--- config.mk ---
export PLATFORM = sky130hd
export DESIGN_NAME = pipelined_modulo_reducer_flat
export DESIGN_NICKNAME = d
export VERILOG_FILES = /design/src/rtl/pipelined_modulo_reducer_if.sv /design/src/rtl/pipelined_modulo_reducer.sv /design/src/flat_wrapper.sv
export SDC_FILE = /design/constraint.sdc
export NUM_CORES = 1
export LEC_CHECK = 0
export BUFFER_PORTS_ARGS = -buffer_cell sky130_fd_sc_hd__buf_4
export CAP_MARGIN = 40
export CORE_MARGIN = 2
export CORE_UTILIZATION = 31
export CTS_BUF_LIST = sky130_fd_sc_hd__clkbuf_8
export CTS_CLUSTER_SIZE = 24
export DETAILED_ROUTE_END_ITERATION = 8
export HOLD_SLACK_MARGIN = 0.15
export SLEW_MARGIN = 20
export SYNTH_ARGS = -nofsm -noshare
export SYNTH_HDL_FRONTEND = slang
export SYNTH_SLANG_ARGS = --single-unit
--- constraint.sdc ---
create_clock -name clk -period 3.25 [get_ports clk]
set_clock_uncertainty 0.15 [all_clocks]
set_input_delay 0.1625 -clock clk [delete_from_list [all_inputs] [get_ports clk]]
set_output_delay 0.1625 -clock clk [all_outputs]
set_load 0.1 [all_outputs]
--- src/rtl/pipelined_modulo_reducer_if.sv ---
// pipelined_modulo_reducer_if
//   Handshake and data bundle between the encoder counter and the modulo reducer.
//   slave modport: reducer side. master modport: producer/consumer side.
//   Signals:
//     in_valid, in_ready, encoder_input   : input handshake and count
//     out_valid, out_ready                : output handshake
//     input_mod, input_div                : remainder and quotient
//     mod_offset                          : alignment offset, only present
//                                           with PIPELINED_MODULO_REDUCER_OFFSET_EN
//   Parameters must match those of the attached pipelined_modulo_reducer.
interface pipelined_modulo_reducer_if #(
  parameter int IN_WIDTH = 13,
  parameter int MODULUS  = 1170
);
`ifdef PIPELINED_MODULO_REDUCER_OFFSET_EN
  localparam int SUM_WIDTH = IN_WIDTH + 1;
`else
  localparam int SUM_WIDTH = IN_WIDTH;
`endif
  localparam int OUT_WIDTH = $clog2(MODULUS);
  localparam int STAGES    = SUM_WIDTH - OUT_WIDTH + 1;

  logic                 in_valid;
  logic                 in_ready;
  logic [IN_WIDTH-1:0]  encoder_input;
  logic                 out_valid;
  logic                 out_ready;
  logic [OUT_WIDTH-1:0] input_mod;
  logic [STAGES-1:0]    input_div;
`ifdef PIPELINED_MODULO_REDUCER_OFFSET_EN
  logic [OUT_WIDTH-1:0] mod_offset;
`endif

  modport slave (
`ifdef PIPELINED_MODULO_REDUCER_OFFSET_EN
    input  mod_offset,
`endif
    input  in_valid, encoder_input, out_ready,
    output in_ready, out_valid, input_mod, input_div
  );

  modport master (
`ifdef PIPELINED_MODULO_REDUCER_OFFSET_EN
    output mod_offset,
`endif
    output in_valid, encoder_input, out_ready,
    input  in_ready, out_valid, input_mod, input_div
  );
endinterface

--- src/rtl/pipelined_modulo_reducer.sv ---
// pipelined_modulo_reducer
//   Reduces an unsigned encoder count modulo MODULUS using a pipeline of
//   restoring subtractions, one quotient bit per stage, with valid/ready flow
//   control. Feeds the commutation lookup table.
//   Ports:
//     clk    : system clock
//     reset  : synchronous, active-low reset
//     bus    : pipelined_modulo_reducer_if.slave (handshakes, count, results)
//   Optional feature macro: PIPELINED_MODULO_REDUCER_OFFSET_EN
//     adds bus.mod_offset, added to the count before reduction; the working
//     width grows by one bit and the pipeline by one stage.
//   Latency: STAGES cycles from accepting edge to out_valid.
module pipelined_modulo_reducer #(
  parameter int IN_WIDTH = 13,
  parameter int MODULUS  = 1170
) (
  input logic                        clk,
  input logic                        reset,
  pipelined_modulo_reducer_if.slave  bus
);
`ifdef PIPELINED_MODULO_REDUCER_OFFSET_EN
  localparam int SUM_WIDTH = IN_WIDTH + 1;
`else
  localparam int SUM_WIDTH = IN_WIDTH;
`endif
  localparam int OUT_WIDTH = $clog2(MODULUS);
  localparam int STAGES    = SUM_WIDTH - OUT_WIDTH + 1;

  // One spare bit so the most significant shifted divisor cannot overflow.
  localparam logic [SUM_WIDTH:0] MOD_W = (SUM_WIDTH+1)'(MODULUS);

  // Index 0 holds the sampled input; index k+1 holds the result of stage k.
  logic [STAGES:0]      valid_q;
  logic [SUM_WIDTH:0]   rem_q [0:STAGES];
  logic [SUM_WIDTH:0]   rem_d [0:STAGES];
  logic [STAGES-1:0]    quo_q [0:STAGES];
  logic [STAGES-1:0]    quo_d [0:STAGES];
  logic [SUM_WIDTH-1:0] sum_in;
  logic                 advance;

  assign advance      = !valid_q[STAGES] || bus.out_ready;
  assign bus.in_ready = advance;

`ifdef PIPELINED_MODULO_REDUCER_OFFSET_EN
  assign sum_in = SUM_WIDTH'(bus.encoder_input) + SUM_WIDTH'(bus.mod_offset);
`else
  assign sum_in = bus.encoder_input;
`endif

  // Bubbles carry zero data so an idle output reads as (0, 0).
  assign rem_d[0] = bus.in_valid ? {1'b0, sum_in} : '0;
  assign quo_d[0] = '0;

  for (genvar k = 0; k < STAGES; k++) begin : g_stage
    localparam logic [SUM_WIDTH:0] DIV_K = MOD_W << (STAGES - 1 - k);
    localparam logic [STAGES-1:0]  QBIT  = STAGES'(1) << (STAGES - 1 - k);
    logic ge;
    // >= so that exact multiples of the divisor reduce to zero.
    assign ge           = rem_q[k] >= DIV_K;
    assign rem_d[k + 1] = ge ? (rem_q[k] - DIV_K) : rem_q[k];
    assign quo_d[k + 1] = ge ? (quo_q[k] | QBIT) : quo_q[k];
  end

  always_ff @(posedge clk) begin
    if (!reset) begin
      valid_q <= '0;
      for (int i = 0; i <= STAGES; i++) begin
        rem_q[i] <= '0;
        quo_q[i] <= '0;
      end
    end else if (advance) begin
      valid_q <= {valid_q[STAGES-1:0], bus.in_valid};
      for (int i = 0; i <= STAGES; i++) begin
        rem_q[i] <= rem_d[i];
        quo_q[i] <= quo_d[i];
      end
    end
  end

  assign bus.out_valid = valid_q[STAGES];
  assign bus.input_mod = rem_q[STAGES][OUT_WIDTH-1:0];
  assign bus.input_div = quo_q[STAGES];
endmodule

--- src/flat_wrapper.sv ---
// flat-port wrapper written by rule: the top's interface ports become plain ports
module pipelined_modulo_reducer_flat 
#(
  parameter int IN_WIDTH = 13,
  parameter int MODULUS  = 1170
)
  (clk, reset, bus_in_valid, bus_encoder_input, bus_out_ready, bus_in_ready, bus_out_valid, bus_input_mod, bus_input_div);
  pipelined_modulo_reducer_if #(.IN_WIDTH(IN_WIDTH), .MODULUS(MODULUS)) bus_i ();
  input logic clk;
  input logic reset;
  input wire logic [$bits(bus_i.in_valid)-1:0] bus_in_valid;
  input wire logic [$bits(bus_i.encoder_input)-1:0] bus_encoder_input;
  input wire logic [$bits(bus_i.out_ready)-1:0] bus_out_ready;
  output wire logic [$bits(bus_i.in_ready)-1:0] bus_in_ready;
  output wire logic [$bits(bus_i.out_valid)-1:0] bus_out_valid;
  output wire logic [$bits(bus_i.input_mod)-1:0] bus_input_mod;
  output wire logic [$bits(bus_i.input_div)-1:0] bus_input_div;
  assign bus_i.in_valid = bus_in_valid;
  assign bus_i.encoder_input = bus_encoder_input;
  assign bus_i.out_ready = bus_out_ready;
  assign bus_in_ready = bus_i.in_ready;
  assign bus_out_valid = bus_i.out_valid;
  assign bus_input_mod = bus_i.input_mod;
  assign bus_input_div = bus_i.input_div;
  pipelined_modulo_reducer #(.IN_WIDTH(IN_WIDTH), .MODULUS(MODULUS)) u_core (.clk(clk), .reset(reset), .bus(bus_i));
endmodule
After elaboration in Yosys (flattened, before gate mapping) --
Memories as Yosys holds them, arrays and structs flattened. Index checks and enable logic that the tools add are counted.
Cells by class: reduce and logical (&&, ||, !) cells 2, add/subtract/negate cells 3, $lt $le $gt $ge 3, bitwise gates (word level) 8, multiplexer cells 19
Operator list (count):
- $mux W14 | 7
- $mux W3 | 5
- $ge A14 B11 Y1 const B | 1
- $ge A14 B12 Y1 const B | 1
- $ge A14 B13 Y1 const B | 1
- $sub A14 B11 Y14 const B | 1
- $sub A14 B12 Y14 const B | 1
- $sub A14 B13 Y14 const B | 1
- $mux W13 | 1
- $or A1 B1 Y1 | 8
- $mux W1 | 5
- $mux W2 | 1
- $logic_not A1 Y1 | 1
- $logic_or A1 B1 Y1 | 1
Word-level totals: memories kept 2, flip-flop bits (word level) 4, word-level logic and storage cells 38, output and inout bits 16, memory bits (writable) 68
Memory list:
- u_core.rem_q | words 4, width 14, read ports 4, clocked after Yosys merged registers in 0, wr ports 4, line pipelined_modulo_reducer.sv:34 | logic [SUM_WIDTH:0] rem_q [0:STAGES];
- u_core.quo_q | words 4, width 3, read ports 4, clocked after Yosys merged registers in 0, wr ports 4, line pipelined_modulo_reducer.sv:36 | logic [STAGES-1:0] quo_q [0:STAGES];

Longest topological paths before layout --
Gate-level depths: netlist (run 1).
depth after elaboration 6, gate-level depth with buffers 8, gate-level depth less buffers 7

Worst setup path before layout (run 1) --
Ideal clock, no wire load.
path type register to register, start point register u_core.valid_q[3], end point memory u_core.quo_q[0][10] in the netlist's numbering, enable pin, data required time 2.451 ns, arrival time 2.333 ns, clock period less this slack 3.132 ns, buffers on the path 0, path slack 0.118 ns, stages on the path, launching flop included 3, path through dfxtp_1 nor2b_1 nand2_1
RTL lines:
- start: declaration | line pipelined_modulo_reducer.sv:33 | logic [STAGES:0] valid_q;
- start signal: assignment | line pipelined_modulo_reducer.sv:72 | valid_q <= {valid_q[STAGES-1:0], bus.in_valid};
- end: declaration | line pipelined_modulo_reducer.sv:36

==> results of run 1 <==
## per-layer routing
| metal | global-route usage [%] | up-vias | wire length (µm) |
|---|---|---|---|
| met5 | 0 | - | 0 |
| met4 | 3.14 | 0 | 77 |
| met3 | 3.62 | 8 | 232 |
| met2 | 20.2 | 47 | 2940 |
| met1 | 11.9 | 1063 | 2380 |
| li1 | - | 1160 | - |
## power by group
part | leakage [nW] | switching (W) | internal, W
combinational | 0.797 | 0.000210 | 0.000110
sequential | 0.733 | 0.0000340 | 0.000917
clock | 0.105 | 0.000280 | 0.000366
total | 1.63 | 0.000523 | 0.00139
## cell usage in the layout (no fill, tap or decap), types with 4 or more instances in the layout
cell type / Yosys / final
a211o_1: 4 / 4
a31oi_1: 6 / 6
a21oi_1: 13 / 13
nor3_1: 6 / 6
clkbuf_8: 0 / 10
a211oi_1: 6 / 6
and2_1: 4 / 4
ha_1: 4 / 4
xnor2_1: 12 / 12
buf_4: 0 / 36
nor2_1: 34 / 34
xor2_1: 4 / 4
o21ai_0: 8 / 8
dlygate4sd3_1: 0 / 18
edfxtp_1: 58 / 58
dfxtp_1: 4 / 4
a31o_2: 6 / 6
inv_1: 13 / 15
nand2_1: 25 / 24
and3_1: 23 / 23
## cells by family after synthesis
group           synth area share, %
fa+ha+maj                      1.59
mux                           0.317
simple gates                   17.1
xor+xnor                       4.44
compound gates                 14.7
buf+inv                        4.08
flops                          57.7
## layout make-up
class	count	area [µm²]	share of cell area (%)
well taps	133	166	4.27
multi-input cells	195	1210	31.0
flip-flops and latches	62	1820	46.7
inverters	13	48.8	1.25
clock buffers	10	138	3.53
clock inverters	6	55.1	1.41
repair buffers	55	462	11.8
## repair_timing
action                                  in CTS  in global routing
hold buffers                                18                  0
gates resized for setup                      0                  0
endpoints found under the setup margin       0                  0
hold endpoints to repair                    26                  0
## registers in the layout, indices dropped and copies added, names as in the netlist
| signal | cells |
|---|---|
| u_core.rem_q | 52 |
| u_core.quo_q | 6 |
| u_core.valid_q | 4 |
## through the flow
stage	worst slack, ns	hold slack (ns)
global route	0.605	0.354
detailed placement	0.765	0.305
finish	0.761	0.319
global placement	0.820	0.300
floorplan	0.118	0.235
CTS	0.619	0.326
## worst min-delay path by stage
| stage | to | startpoint | cells after the start | slack, ns |
|---|---|---|---|---|
| 3_3_place_gp | u_core.valid_q[0] | bus_in_valid | 3 | 0.30 |
| 2_1_floorplan | u_core.rem_q[0][0] | bus_in_valid | 1 | 0.24 |
| 3_5_place_dp | u_core.valid_q[0] | bus_in_valid | 3 | 0.30 |
| 6_report | u_core.valid_q[2] | u_core.valid_q[2] | 2 | 0.32 |
| 5_1_grt | u_core.valid_q[2] | u_core.valid_q[2] | 2 | 0.35 |
| 4_1_cts | u_core.valid_q[2] | u_core.valid_q[2] | 2 | 0.33 |
## worst min-delay path, stage by stage (launching register included)
cell and delay, ns:
dfxtp_1 0.31, nand2_1 0.05, a21boi_0 0.06
==> out/metrics.yaml, run 1 <==
vias: 2278
final_design_area_no_fill_um2: 3900
synth_commonest_cells: "58 x edfxtp_1, 34 x nor2_1, 25 x nand2_1, 23 x and3_1"
clk_path_buf_depth: 2
worst_pin_slew_ns: 0.669
ys_warn_count: 0
hold_violations: 0
synth_enable_flop_cells: 58
clockRootBuffer: "clkbuf_8"
worstSetupEndpointType: "flop"
place_hpwl_um: 3920
grt_max_degree: 31
cts_buffers: 9
synthDistinctLibCells: 44
total_power_w: 0.00192
report.final.slew_viol_count: 0
synthArstFlopShare_pct: 0
die_y_um: 105
cp.depth: 7
synth_nets: 305
critPathCapture: "u_core.rem_q[2][11]"
rsz0062_at_grt: "false"
crit_path_max_incr_delay_ns: 0.49
vias_per_cell: 4.81
drc: 0
relSlewSlack_pct: 55.3
final_nets: 357
ios: 33
seq_area_frac_synth_pct: 57.7
crit_path_cell_trace: "inv_1 -> ha_1 -> nor2b_2 -> o21a_1 -> o41a_1 -> or3_2 -> a21oi_1"
grt_pass1_wl_um: 9620
ff2ff_setup_slack_ns: 0.76
critPathRequiredTime_ns: 3.27
antenna_found_initial: 0
place.gp.congestion: 0.814
hp-class: "flop to flop"
wl_per_cell_um: 11.9
worstSetupPathType: "flop to flop"
synthFlopType: "edfxtp_1"
netlist_area_um2: 3160
power.density_nw_per_um2: 492
fillers: 986
synth_area_per_cell_um2: 11.1
htree_levels: 3
placed_area_um2: 3520
dieArea_um2: 11000
core_um2: 9820
area_delta_synth_final_pct: 23.5
clk_latency_ns: 0.34
max_freq_mhz: 402
wl_um: 5630
tns_ns: 0
initial_utilization_pct: 32.1
startpoint_type: "flop"
cp_top_family: "compound AO/OA/AOI/OAI gates"
finalCriticalPeriod_ns: 2.49
startpoint: "u_core.rem_q[1][2]"
synth.largest_area_cell: "edfxtp_1"
cts.clk_slew.worst_paths_ns: 0.07
post-cts-setup-buffers: 0
drtAntennaViolNets: 0
stdcell_count: 474
tritoncts: "done"
cp_num_buf_inv: 1
port_buffers: 32
grt_util_all_layers_pct: 10.9
grt_pass1_vias: 2123
antennaDiodeCount: 0
final_util_pct: 39.7
cts_sinks: 62
drtPass1Iterations: 4
synth_seq_cells: 62
finalCritPeriodShare_pct: 76.6
arrival_ns: 2.51
p_leak_nw: 1.63
maxCapViolations: 0
postSynthCellCount: 284
worstReg2RegEnd: "u_core.rem_q[2][11]"
worstRegToRegCells: 7
slowest_stage: "o41a_1"
critPathMaxFanout: 10
synth.most_common_cell: "edfxtp_1"
vdd_ir_drop_max_mv: 0.344
r2r-start: "u_core.rem_q[1][2]"
die_w_um: 105
synth_top_area_share_pct: 55.2
setup_viol: 0
dp.cells: 439
drive_gt1_share_pct: 18.5
grt.overflow.total: 0
status: "finished clean"
drtIter0Drc: 175
rows: 36
synthTopCellsByArea: "edfxtp_1 55%, and3_1 4.6%, nor2_1 4.0%"
Power figures use the tool's default switching activity.
==> inputs of run 2 (changes only) <==
==> constraint.sdc (replaced) <==
create_clock -name clk -period 2.5 [get_ports clk]
set_clock_uncertainty 0.15 [all_clocks]
set_input_delay 0.125 -clock clk [delete_from_list [all_inputs] [get_ports clk]]
set_output_delay 0.125 -clock clk [all_outputs]
set_load 0.1 [all_outputs]
==> run 2 against run 1 <==
  * Clock power up 11%
  * Critical endpoint is now u_core.rem_q[2][2]
  * Critical path depth up 2
  * Largest power group unchanged
  * Fmax up 2.2%
  * First-iteration DRC count down 2.3%
  * Die area unchanged
  * Hold slack worse by 0.00057 ns
  * Flip-flop and latch count unchanged
  * Sequential power up 30%
  * Total power up 24%
==> out/metrics.yaml, run 2 (synthesis gave the netlist of run 1 again) <==
max_freq_mhz: 410  # was 402 MHz
worstSetupEndpointType: "flop"  # unchanged
place_hpwl_um: 3890  # was 3920 µm
clockRootBuffer: "clkbuf_8"  # unchanged
largest_register_ff_count: 52  # unchanged
worstSetupPathType: "flop to flop"  # unchanged
drtIter0Drc: 171  # was 175
rsz0062_at_grt: "true"  # was false
hold_depth: 2  # unchanged
setup_viol: 0  # unchanged
status: "finished clean"  # unchanged
initial_utilization_pct: 32.1  # unchanged
dieArea_um2: 11000  # unchanged
rows: 36  # unchanged
ios: 33  # unchanged
total_power_w: 0.00238  # was 0.00192 W
critPathMaxFanout: 6  # was 10
stdcell_count: 488  # was 474
p_leak_nw: 1.70  # was 1.63 nW
grt_pass1_wl_um: 9830  # was 9620 µm
grt_max_degree: 32  # was 31
power.density_nw_per_um2: 596  # was 492 nW/µm²
drtPass1Iterations: 4  # unchanged
grt.overflow.total: 0  # unchanged
fillers: 965  # was 986
die_y_um: 105  # unchanged
final_nets: 371  # was 357
htree_levels: 3  # unchanged
drtAntennaViolNets: 0  # unchanged
area_delta_synth_final_pct: 26.7  # was 23.5%
relSlewSlack_pct: 59.3  # was 55.3%
hp-class: "flop to flop"  # unchanged
worst_pin_slew_ns: 0.609  # was 0.669 ns
drc: 0  # unchanged
post-place-ws_ns: 0.0379  # was 0.765 ns
top_regs: "u_core.rem_q (52), u_core.quo_q (6), u_core.valid_q (4)"  # unchanged
core_um2: 9820  # unchanged
clk_latency_ns: 0.34  # about the same
grt_util_all_layers_pct: 11.1  # was 10.9%
vias_per_cell: 4.69  # was 4.81
report.final.slew_viol_count: 0  # unchanged
antennaDiodeCount: 0  # unchanged
tritoncts: "done"  # unchanged
vias: 2291  # was 2278
maxCapViolations: 0  # unchanged
wl_per_cell_um: 11.6  # was 11.9 µm
critPathRequiredTime_ns: 2.44  # was 3.27 ns
final_common_cell: "edfxtp_1"  # unchanged
final_util_pct: 40.7  # was 39.7%
wl_um: 5680  # was 5630 µm
cts_sinks: 62  # unchanged
grt_pass1_vias: 2196  # was 2123
drive_gt1_share_pct: 22.8  # was 18.5%
regMostFlops: "u_core.rem_q"  # unchanged
final_cell_mix: "58 x edfxtp_1, 49 x buf_4, 34 x nor2_1"  # was 58 x edfxtp_1, 36 x buf_4, 34 x nor2_1
ff2ff_setup_slack_ns: 0.06  # was 0.76 ns
port_buffers: 32  # unchanged
cts_buffers: 9  # unchanged
antenna_found_initial: 0  # unchanged
hold_ws_ns: 0.318  # was 0.319 ns
place.gp.congestion: 0.833  # was 0.814
vdd_ir_drop_max_mv: 0.256  # was 0.344 mV
hold_violations: 0  # unchanged
cts.clk_slew.worst_paths_ns: 0.07  # about the same
die_w_um: 105  # unchanged
finalCriticalPeriod_ns: 2.44  # was 2.49 ns
startpoint_type: "flop"  # unchanged
clk_path_buf_depth: 2  # unchanged
setup_slack_ns: 0.0639  # was 0.761 ns
arrival_ns: 2.38  # was 2.51 ns
worstRegToRegCells: 9  # was 7
finalCritPeriodShare_pct: 97.4  # was 76.6%
dp.cells: 449  # was 439
[run 2: changes by cell type in the layout (fill, tap and decap cells not counted), moves of 2 or more]
| cell | before | now |
|---|---|---|
| buf_4 | 36 | 49 |
| a21oi_1 | 13 | 10 |
| a21oi_2 | 0 | 3 |
| inv_1 | 15 | 17 |
[run 2: routing by layer]
layer	wire length, µm	global-route usage [%]
met1	2510	12.3
met2	2910	19.6
met3	219	3.93
met4	39	4.00
met5	0	0
[run 2: per-stage QoR]
step	setup TNS, ns	instance area (µm²)
6_report	0	4000
5_1_grt	-0.127	4000
3_5_place_dp	0	3590
3_3_place_gp	0	3590
4_1_cts	0	3940
2_1_floorplan	0	3160
[run 2: worst max-delay path, stage by stage, from the launching register on]
cell and delay [ns]:
edfxtp_1 0.37, inv_1 0.08, ha_1 0.21, nor2b_2 0.16
o21a_1 0.19, o41a_1 0.49, buf_2 0.19, buf_4 0.14
xnor2_1 0.15, nor2_1 0.06
[run 2: path summary, 6_finish.rpt]
kind,startpoint,end
setup reg to reg,u_core.rem_q[1][2],u_core.rem_q[2][2]
hold / removal,u_core.valid_q[1],u_core.valid_q[2]
setup / recovery,u_core.rem_q[1][2],u_core.rem_q[2][2]
hold reg to reg,u_core.valid_q[1],u_core.valid_q[2]
[run 2: power breakdown]
group | internal (W) | total [W] | switching, W | leakage, nW
combinational | 0.000156 | 0.000433 | 0.000277 | 0.864
clock | 0.000368 | 0.000714 | 0.000346 | 0.101
sequential | 0.00119 | 0.00124 | 0.0000437 | 0.734
[run 2: final cells by class]
cell class / instances / area, µm² / share of cell area (%)
sequential: 62 / 1820 / 45.6
multi-input combinational: 195 / 1230 / 30.8
timing repair buffer: 69 / 568 / 14.2
tap: 133 / 166 / 4.16
clock buffer: 10 / 138 / 3.44
inverter: 13 / 48.8 / 1.22
clock inverter: 6 / 25.0 / 0.626
[run 2: timing repair]
item	CTS	global route
endpoints found under the setup margin	1	4
hold buffers	18	0
resized for setup	0	7
pin swaps	1	2
endpoints found under the hold margin	26	0
buffers inserted	0	4
==> inputs of run 3 (changes only) <==
--- a/config.mk
+++ b/config.mk
@@ -5,6 +5,7 @@
 export SDC_FILE = /design/constraint.sdc
 export NUM_CORES = 1
 export LEC_CHECK = 0
+export ABC_AREA = 1
 export BUFFER_PORTS_ARGS = -buffer_cell sky130_fd_sc_hd__buf_4
 export CAP_MARGIN = 40
 export CORE_MARGIN = 2
==> run 3 against run 2 <==
  * Final cell count rose by 20%
  * Critical path type is now primary input to flop
  * Combinational power barely moved
  * Count of clock-buffer cells in the layout rose by 2
  * Flip-flop and latch count did not move
  * Design area rose by 0.97%
  * Routed wire length rose by 1.7%
  * Largest power group unchanged
  * Sequential share of layout area fell by 0.47 points
==> out/metrics.yaml, run 3 <==
status: "finished clean"  # unchanged
drtPass1Iterations: 4  # unchanged
p_seq_share_pct: 50.2  # was 51.9%
vdd_ir_drop_max_mv: 0.317  # was 0.256 mV
initial_utilization_pct: 32.1  # about the same
cp_num_buf_inv: 4  # was 3
worstSetupEndpointType: "flop"  # unchanged
vias_per_cell: 4.37  # was 4.69
wl_um: 5780  # was 5680 µm
p_sw_share_pct: 28.5  # was 28.0%
area_delta_synth_final_pct: 20.6  # was 26.7%
grt.overflow.total: 0  # unchanged
grt_util_all_layers_pct: 11.1  # about the same
p_int_w: 0.00175  # was 0.00172 W
finalCritPeriodShare_pct: 78.2  # was 97.4%
cp_top_family: "buffers and inverters"  # was compound AO/OA/AOI/OAI gates
synth_top_area_share_pct: 52.0  # was 55.2%
synth.largest_area_cell: "edfxtp_1"  # unchanged
report.final.slew_viol_count: 0  # unchanged
dieArea_um2: 11600  # was 11000 µm²
core_um2: 10400  # was 9820 µm²
ios: 33  # unchanged
worstSetupPathType: "primary input to flop"  # was flop to flop
place_hpwl_um: 4040  # was 3890 µm
final_cell_mix: "79 x nand2_1, 68 x inv_1, 66 x nor2_1"  # was 58 x edfxtp_1, 49 x buf_4, 34 x nor2_1
ys_warn_count: 0  # unchanged
dp.cells: 554  # was 449
wl_per_cell_um: 9.89  # was 11.6 µm
htree_levels: 3  # unchanged
p_leak_nw: 1.81  # was 1.70 nW
ff2ff_setup_slack_ns: 0.55  # was 0.06 ns
use_met2_pct: 20.5  # was 19.6%
drc: 0  # unchanged
drtAntennaViolNets: 0  # unchanged
port_buffers: 32  # unchanged
synthArstFlopShare_pct: 0  # unchanged
cts_resized: 0  # unchanged
clockRootBuffer: "clkbuf_8"  # unchanged
grtUsageMet3_pct: 3.63  # was 3.93%
antennaDiodeCount: 0  # unchanged
postSynthCellCount: 393  # was 284
startpoint_type: "primary input"  # was flop
drive_gt1_share_pct: 14.5  # was 22.8%
maxCapViolations: 0  # unchanged
finalCriticalPeriod_ns: 1.96  # was 2.44 ns
crit_path_max_incr_delay_ns: 0.61  # was 0.49 ns
die_y_um: 108  # was 105 µm
regMostFlops: "u_core.rem_q"  # unchanged
rsz0062_at_grt: "false"  # was true
total_power_w: 0.00245  # was 0.00238 W
gr-usage-met1_pct: 11.4  # was 12.3%
synthTopCellsByArea: "edfxtp_1 52%, nand2_1 9.0%, nor2_1 7.4%"  # was edfxtp_1 55%, and3_1 4.6%, nor2_1 4.0%
antenna_found_initial: 0  # unchanged
cts_sinks: 62  # unchanged
synth_commonest_cells: "80 x nand2_1, 66 x nor2_1, 65 x inv_1, 58 x edfxtp_1, 30 x nand3_1"  # was 58 x edfxtp_1, 34 x nor2_1, 25 x nand2_1, 23 x and3_1
grt_max_degree: 63  # was 32
synthDistinctLibCells: 32  # was 44
synth_seq_cells: 62  # unchanged
cts.clk_slew.worst_paths_ns: 0.06  # was 0.07 ns
relSlewSlack_pct: 51.5  # was 59.3%
worst_pin_slew_ns: 0.727  # was 0.609 ns
arrival_ns: 1.96  # was 2.38 ns
power.density_nw_per_um2: 607  # was 596 nW/µm²
rows: 37  # was 36
synth.most_common_cell: "nand2_1"  # was edfxtp_1
tns_ns: 0  # unchanged
clockPowerShare_pct: 32.0  # was 30.0%
top_regs: "u_core.rem_q (52), u_core.quo_q (6), u_core.valid_q (4)"  # unchanged
setup_viol: 0  # unchanged
critPathMaxFanout: 27  # was 6
power_frac_comb_pct: 17.8  # was 18.2%
hold_ws_ns: 0.177  # was 0.318 ns
seq_area_frac_synth_pct: 54.4  # was 57.7%
netlist_area_um2: 3350  # was 3160 µm²
largest_register_ff_count: 52  # unchanged
place.gp.congestion: 0.856  # was 0.833
drtIter0Drc: 134  # was 171
crit_path_cell_trace: "dlygate4sd3_1 -> buf_4 -> inv_1 -> nor2_1 -> clkinv_1 -> nor3_1"  # was inv_1 -> ha_1 -> nor2b_2 -> o21a_1 -> o41a_1 -> buf_2 -> buf_4 -> xnor2_1 -> nor2_1
max_freq_mhz: 511  # was 410 MHz
synth_area_per_cell_um2: 8.52  # was 11.1 µm²
die_w_um: 108  # was 105 µm
grt_pass1_vias: 2425  # was 2196
final_common_cell: "nand2_1"  # was edfxtp_1
post-cts-setup-buffers: 0  # unchanged
hold_violations: 0  # unchanged
synth_enable_flop_cells: 58  # unchanged
netSwitchingPower_w: 0.000698  # was 0.000668 W
final_util_pct: 38.8  # was 40.7%
stdcell_count: 584  # was 488
top_usage_layer: "met2"  # unchanged
cts_buffers: 9  # unchanged
synth_nets: 414  # was 305
critPathRequiredTime_ns: 2.50  # was 2.44 ns
slowest_stage: "clkinv_1"  # was o41a_1
synthFlopType: "edfxtp_1"  # unchanged
clk_path_buf_depth: 2  # unchanged
hp-class: "primary input to flop"  # was flop to flop
tritoncts: "done"  # unchanged
clk_latency_ns: 0.34  # about the same
grt_pass1_wl_um: 10200  # was 9830 µm
vias: 2552  # was 2291
final_nets: 464  # was 371
## run 3: area by class of cell
cell class                 instances  area (µm²)
fill                            1057        6380
sequential                        62        1820
multi-input combinational        253        1210
timing repair buffer              48         395
inverter                          69         259
tap                              136         170
clock buffer                      12         165
clock inverter                     4        16.3
## run 3: final timing paths
kind,startpoint,end,depth (start not counted)
max,reset,u_core.rem_q[1][12],6
min,bus_in_valid,u_core.valid_q[0],3
max reg2reg,u_core.rem_q[2][1],u_core.rem_q[3][9],9
min reg2reg,u_core.valid_q[0],u_core.valid_q[1],2
## run 3: power groups by stage
stage / logic (W) / registers [W] / clock network (W)
after floorplan: 0.000201 / 0.00139 / 0
after global placement: 0.000415 / 0.00125 / 0
after detailed placement: 0.000419 / 0.00125 / 0
after CTS: 0.000438 / 0.00123 / 0.000817
after global routing: 0.000481 / 0.00124 / 0.000854
final: 0.000435 / 0.00123 / 0.000784
## run 3: logic make-up (layout without fill, tap and decap cells)
logic type,after synthesis,in the layout,synth area share (%)
buf+inv,78,133,9.49
flops,62,62,54.4
compound gates,44,44,6.92
simple gates,198,198,25.8
xor+xnor,7,7,1.83
fa+ha+maj,4,4,1.50
## run 3: worst min-delay path, cell delays in order
cell     delay [ns]
buf_4          0.08
nand2_1        0.26
o21ai_0        0.16
## run 3: through the flow
step | worst slack [ns] | area [µm²]
2_1_floorplan | 0.0533 | 3350
3_3_place_gp | 0.587 | 3720
4_1_cts | 0.521 | 4040
3_5_place_dp | 0.529 | 3720
5_1_grt | 0.330 | 4040
6_report | 0.544 | 4040
## run 3: layer usage
metal | wire length (µm) | share of wire (%)
met1 | 2460 | 43
met2 | 2930 | 51
met3 | 268 | 4.6
met4 | 118 | 2.0
met5 | 0 | 0
## run 3: timing repair
| item | in CTS | in global routing |
|---|---|---|
| endpoints found under the setup margin | 0 | 0 |
| hold buffers | 14 | 0 |
| hold endpoints to repair | 14 | 0 |
